$ cat src/rtl/axis_input_stall_monitor_if.sv
// Bundles the per-channel starvation flags and the stall report of the input-side watchdog.
// The stream side is the master; the monitor is the slave.
interface axis_input_stall_monitor_if #(
    parameter int unsigned NUM_CH = 4,
    parameter int unsigned CH_W   = 2,
    parameter int unsigned CNT_W  = 16
);
    logic [NUM_CH-1:0] axis_empty_sigs;
    logic              inst_idle;
    logic              block;
    logic              block_sticky;
    logic [CH_W-1:0]   block_ch;
    logic [CNT_W-1:0]  stall_cycles;
    logic [7:0]        event_count;

    modport master (
        output axis_empty_sigs,
        output inst_idle,
        input  block,
        input  block_sticky,
        input  block_ch,
        input  stall_cycles,
        input  event_count
    );

    modport slave (
        input  axis_empty_sigs,
        input  inst_idle,
        output block,
        output block_sticky,
        output block_ch,
        output stall_cycles,
        output event_count
    );
endinterface

$ cat src/rtl/axis_input_stall_monitor.sv
// Input-side stall watchdog: declares a block only after THRESH consecutive starved cycles,
// latches the first starving channel, measures stall length and counts stall events.
module axis_input_stall_monitor #(
    parameter int unsigned NUM_CH = 4,
    parameter int unsigned CH_W   = 2,
    parameter int unsigned THRESH = 16,
    parameter int unsigned CNT_W  = 16
) (
    input  logic                         clock,
    input  logic                         reset,
    input  logic                         clear,
    axis_input_stall_monitor_if.slave    mon
);
    typedef enum logic [1:0] {StIdle, StWatch, StBlocked} state_e;

    localparam logic [CNT_W-1:0] ThreshM1 = CNT_W'(THRESH - 1);
    localparam logic [CNT_W-1:0] ThreshV  = CNT_W'(THRESH);
    localparam logic [CNT_W-1:0] CntMax   = '1;

    state_e           state_q, state_d;
    logic             block_q, block_d;
    logic             sticky_q, sticky_d;
    logic [CH_W-1:0]  ch_q, ch_d;
    logic [CNT_W-1:0] cnt_q, cnt_d;
    logic [7:0]       evt_q, evt_d;

    logic             any_starve;
    logic [CH_W-1:0]  low_idx;
    logic [7:0]       evt_base;

    assign any_starve = (|mon.axis_empty_sigs) & ~mon.inst_idle;

    // Scan downwards so the lowest set index is the last one written.
    always_comb begin
        low_idx = '0;
        for (int i = int'(NUM_CH) - 1; i >= 0; i--) begin
            if (mon.axis_empty_sigs[i]) begin
                low_idx = CH_W'(i);
            end
        end
    end

    // A clear on the same edge as a new event restarts the count from that event.
    assign evt_base = clear ? 8'd0 : evt_q;

    always_comb begin
        state_d  = state_q;
        block_d  = block_q;
        sticky_d = clear ? 1'b0 : sticky_q;
        ch_d     = ch_q;
        cnt_d    = cnt_q;
        evt_d    = evt_base;

        unique case (state_q)
            StIdle: begin
                block_d = 1'b0;
                cnt_d   = '0;
                if (any_starve) begin
                    state_d = StWatch;
                    cnt_d   = CNT_W'(1);
                    ch_d    = low_idx;
                end
            end
            StWatch: begin
                if (any_starve && cnt_q == ThreshM1) begin
                    state_d  = StBlocked;
                    cnt_d    = ThreshV;
                    block_d  = 1'b1;
                    sticky_d = 1'b1;
                    evt_d    = (evt_base == 8'hff) ? evt_base : evt_base + 8'd1;
                end else if (any_starve) begin
                    cnt_d = cnt_q + CNT_W'(1);
                end else begin
                    state_d = StIdle;
                    cnt_d   = '0;
                end
            end
            StBlocked: begin
                block_d = 1'b1;
                if (any_starve) begin
                    cnt_d = (cnt_q == CntMax) ? cnt_q : cnt_q + CNT_W'(1);
                end else begin
                    state_d = StIdle;
                    block_d = 1'b0;
                    cnt_d   = '0;
                end
            end
            default: begin
                state_d = StIdle;
                block_d = 1'b0;
                cnt_d   = '0;
            end
        endcase
    end

    always_ff @(posedge clock) begin
        if (reset) begin
            state_q  <= StIdle;
            block_q  <= 1'b0;
            sticky_q <= 1'b0;
            ch_q     <= '0;
            cnt_q    <= '0;
            evt_q    <= '0;
        end else begin
            state_q  <= state_d;
            block_q  <= block_d;
            sticky_q <= sticky_d;
            ch_q     <= ch_d;
            cnt_q    <= cnt_d;
            evt_q    <= evt_d;
        end
    end

    assign mon.block        = block_q;
    assign mon.block_sticky = sticky_q;
    assign mon.block_ch     = ch_q;
    assign mon.stall_cycles = cnt_q;
    assign mon.event_count  = evt_q;
endmodule

$ cat src/flat_wrapper.sv
// flat-port wrapper written by rule: the top's interface ports become plain ports
module axis_input_stall_monitor_flat 
#(
    parameter int unsigned NUM_CH = 4,
    parameter int unsigned CH_W   = 2,
    parameter int unsigned THRESH = 16,
    parameter int unsigned CNT_W  = 16
)
  (clock, reset, clear, mon_axis_empty_sigs, mon_inst_idle, mon_block, mon_block_sticky, mon_block_ch, mon_stall_cycles, mon_event_count);
  axis_input_stall_monitor_if #(.NUM_CH(NUM_CH), .CH_W(CH_W), .CNT_W(CNT_W)) mon_i ();
  input  logic clock;
  input  logic reset;
  input  logic clear;
  input wire logic [$bits(mon_i.axis_empty_sigs)-1:0] mon_axis_empty_sigs;
  input wire logic [$bits(mon_i.inst_idle)-1:0] mon_inst_idle;
  output wire logic [$bits(mon_i.block)-1:0] mon_block;
  output wire logic [$bits(mon_i.block_sticky)-1:0] mon_block_sticky;
  output wire logic [$bits(mon_i.block_ch)-1:0] mon_block_ch;
  output wire logic [$bits(mon_i.stall_cycles)-1:0] mon_stall_cycles;
  output wire logic [$bits(mon_i.event_count)-1:0] mon_event_count;
  assign mon_i.axis_empty_sigs = mon_axis_empty_sigs;
  assign mon_i.inst_idle = mon_inst_idle;
  assign mon_block = mon_i.block;
  assign mon_block_sticky = mon_i.block_sticky;
  assign mon_block_ch = mon_i.block_ch;
  assign mon_stall_cycles = mon_i.stall_cycles;
  assign mon_event_count = mon_i.event_count;
  axis_input_stall_monitor #(.NUM_CH(NUM_CH), .CH_W(CH_W), .THRESH(THRESH), .CNT_W(CNT_W)) u_core (.clock(clock), .reset(reset), .clear(clear), .mon(mon_i));
endmodule
$ cat config.mk
export PLATFORM = sky130hd
export DESIGN_NAME = axis_input_stall_monitor_flat
export DESIGN_NICKNAME = d
export VERILOG_FILES = /design/src/rtl/axis_input_stall_monitor_if.sv /design/src/rtl/axis_input_stall_monitor.sv /design/src/flat_wrapper.sv
export SDC_FILE = /design/constraint.sdc
export NUM_CORES = 1
export LEC_CHECK = 0
export CORE_ASPECT_RATIO = 1.25
export CORE_MARGIN = 1.5
export CORE_UTILIZATION = 40
export DETAILED_ROUTE_END_ITERATION = 10
export GPL_ROUTABILITY_DRIVEN = 0
export HOLD_SLACK_MARGIN = 0.15
export PLACE_DENSITY_LB_ADDON = 0.15
export SYNTH_ARGS = -nofsm -noshare
export SYNTH_HDL_FRONTEND = slang
export SYNTH_SLANG_ARGS = --single-unit
$ cat constraint.sdc
create_clock -name clock -period 2.65 [get_ports clock]
set_input_delay 0.53 -clock clock [delete_from_list [all_inputs] [get_ports clock]]
set_output_delay 0.53 -clock clock [all_outputs]
set_load 0.02 [all_outputs]
==> reports/qor.csv <==
stage,metric,value,unit
worst_setup_path,r2r-end,u_core.mon.stall_cycles[6],
clocking,post_cts_buffers,0,
global_routing,grt_util_all_layers,18.7,%
worst_setup_path,crit_type,input pin to flop,
drt,drt_wl_total,4230,microns
drt,routed_via_density,5.36,
timing,finalSetupViolCount,0,
yosys,async_reset_ff_share,0,%
yosys,synth-simple-area-share,35.8,%
layout,final_area,2330,sq um
worst_setup_path,cp_max_fo,5,
floorplanning,dieHeight,77.0,microns
clocking,numCtsBuffers,5,
global_routing,grt_pass1_vias,1509,
worst_setup_path,cp_slowest_cell,clkdlybuf4s50_1,
drt,drc,0,
timing,tightest_slew,0.599,ns
worst_setup_path,worstSetupStartpoint,clear,
clocking,worst_skew_pair.late_latency,0.28,ns
yosys,syn_area_per_cell,8.90,sq um
clocking,clockBufferDepth,2,
timing,drv_slew,0,
worst_setup_path,r2r_cells,6,
yosys,syn_nets,211,
yosys,synthMuxAreaShare,1.71,%
power_and_ir_drop,p_per_area,415,nW/um^2
yosys,ys.flop_type,dfxtp_1,
global_routing,grt_overflow,0,
yosys,synth_edf_count,0,
yosys,syn_area,1750,sq um
floorplanning,fp-row-count,26,
place,placement.cell_area,2220,sq um
worst_setup_path,crit_required,2.88,ns
layout,diodes,0,
timing,fmax,0.430,GHz
place,dpl.hpwl,3110,microns
yosys,synth.most_common_cell,dfxtp_1,
clocking,cts_hold_buf,0,
clocking,ctsResizeCount,0,
floorplanning,ioPinCount,36,
worst_setup_path,crit-reg2reg-launch,u_core.mon.stall_cycles[0],
layout,syn_to_final_growth,33.1,%
worst_setup_path,critPathCapture,u_core.mon.event_count[2],
drt,ant_nets,0,
clocking,cts_tree,done,
floorplanning,dieArea,4790,sq um
yosys,synth_top_area_cell,dfxtp_1,
flow_run,drv_cap,0,
yosys,synthAdderAreaFrac,4.28,%
drt,dr.pass1.iters,4,
power_and_ir_drop,p_leak,0.785,nW
yosys,yosysWarnings,0,
outcome,status,completed,
yosys,netlist_top_cells_count,"dfxtp_1 (30), nor2_1 (22), nand2_1 (16)",
layout,nets,257,
timing,fin_crit,2.32,ns
clocking,cts_root_buf,clkbuf_8,
yosys,synth_top_family_by_area,simple AND/OR/NAND/NOR gates,
drt,num_vias,1608,
drt,wl_per_cell,14.1,microns
clocking,cts_max_level,2,
yosys,synth_compound_area_share,14.7,%
timing,hold_violations,0,
yosys,synth_top_area_share,34.3,%
min_path,worst_hold_path.num_cells,2,
timing,slew_headroom,59.0,%
yosys,synth.area.top_cells,"dfxtp_1 (34%), nor4_4 (4.9%), nor2_1 (4.7%)",
yosys,yosysUniqueCellTypes,50,
global_routing,antenna_found_initial,0,
yosys,seq_area_frac_synth,34.3,%
drt,drt_iter0_drc,121,
yosys,synth_cells,197,
global_routing,grt_pass1_wl,7220,microns
timing,fin_worst_skew,0.00378,ns
global_routing,grt_start_max_net_pins,15,
worst_setup_path,reg2reg_setup_slack,0.35,ns
layout,drive_gt1_share,14.3,%
worst_setup_path,crit_arrival,2.55,ns
timing,grt_setup_unrepaired,no,
floorplanning,die_w,62.2,microns
clocking,cts.sinks,30,
floorplanning,core-area,4130,sq um
yosys,synthXorXnorAreaFrac,6.00,%
clocking,clk_pin_slew,0.06,ns
layout,stdcell_count,300,
worst_setup_path,slowest_delay,0.47,ns
place,port_buffers,35,
min_path,min-delay-path-class,flop to flop,
yosys,ys_ff_latch,30,
floorplanning,start_util,42.4,%
worst_setup_path,endpoint_kind,flop,
power_and_ir_drop,irDropWorstVdd,0.395,mV
layout,fillers,397,
timing,period_share,87.7,%
worst_setup_path,start_kind,input pin,
worst_setup_path,path_cells,clkdlybuf4s50_1 -> nor2b_1 -> ha_1 -> nand2_1 -> nor4_2 -> nor3_4 -> a2111oi_0 -> a31o_2,
timing,whs,0.456,ns
place,dp_cells,292,
[flip-flops by register name, summed over array words and instances, names as in the netlist]
register / cells
u_core.mon.block_sticky: 1
u_core.mon.block_ch: 2
u_core.mon.block: 1
u_core.state_q: 2
u_core.mon.stall_cycles: 16
u_core.mon.event_count: 8
[layout make-up]
type | count | area, sq um | area share (%)
clock buffer | 8 | 110 | 4.72
sequential | 30 | 601 | 25.7
multi-input combinational | 154 | 1100 | 47.2
inverter | 7 | 26.3 | 1.13
tap | 56 | 70.1 | 3.00
timing repair buffer | 45 | 425 | 18.2
[worst min path at each step]
stage / end / from
finish: u_core.mon.block_ch[0] / u_core.mon.block_ch[0]
global route: u_core.mon.block_ch[0] / u_core.mon.block_ch[0]
CTS: u_core.mon.block_ch[0] / u_core.mon.block_ch[0]
detailed placement: u_core.mon.block_ch[0] / u_core.mon.block_ch[0]
global placement: u_core.mon.block_ch[0] / u_core.mon.block_ch[0]
floorplan: u_core.state_q[1] / u_core.state_q[1]
[kinds of logic (layout without fill, tap and decap cells)]
family                   after synthesis  count (layout)
adder cells (fa/ha/maj)                6               6
multiplexers                           3               3
XOR/XNOR                              12              12
flip-flops                            30              30
buffers and inverters                 13              60
AO/OA/AOI/OAI                         38              38
AND/OR/NAND/NOR                       95              95
[through the flow]
| stage | TNS [ns] | utilization [%] | setup slack [ns] | power [W] |
|---|---|---|---|---|
| floorplan | 0 | - | 0.406 | 0.000510 |
| global placement | 0 | 53.7 | 0.0326 | 0.000544 |
| detailed placement | -0.0865 | 53.7 | -0.0500 | 0.000544 |
| CTS | 0 | 56.3 | 0.246 | 0.000979 |
| global route | 0 | 56.5 | 0.128 | 0.00101 |
| finish | 0 | 56.5 | 0.326 | 0.000969 |
[layer usage]
layer | track usage [%] | vias up | wire (microns) | share of wire, %
met5 | 0 | - | 0 | 0
met2 | 32.1 | 43 | 2090 | 49
met4 | 5.33 | 0 | 45 | 1.1
met1 | 23.3 | 745 | 1880 | 45
li1 | - | 815 | - | -
met3 | 4.55 | 5 | 210 | 5.0
[placed cells by master (no fill, tap or decap), drive strengths merged, types with 3 or more instances in the layout]
cell            n
o21ai           3
dfxtp          30
nor2           22
a2111oi         3
nor3            6
and2            3
nor3b           3
nand2          17
xor2            4
ha              6
a31oi           3
and4            3
or3             3
inv             7
buf            10
nand3           9
nor4           10
mux2i           3
nand3b          3
clkdlybuf4s50  35
xnor2           8
nor2b           3
clkbuf          8
a21oi          16
nand4           6
[critical path, delay by kind of cell]
kind / cells / cell delay [ns]
adders and majority gates: 1 / 0.24
buffers and inverters: 1 / 0.47
and+or+nand+nor: 4 / 0.74
AOI/OAI and AO/OA: 2 / 0.57
[power breakdown]
part	switching [W]	total [W]	internal (W)
clock network	0.000172	0.000434	0.000262
registers	0.00000470	0.000460	0.000455
logic	0.0000396	0.0000745	0.0000349
Power figures use the tool's default switching activity.
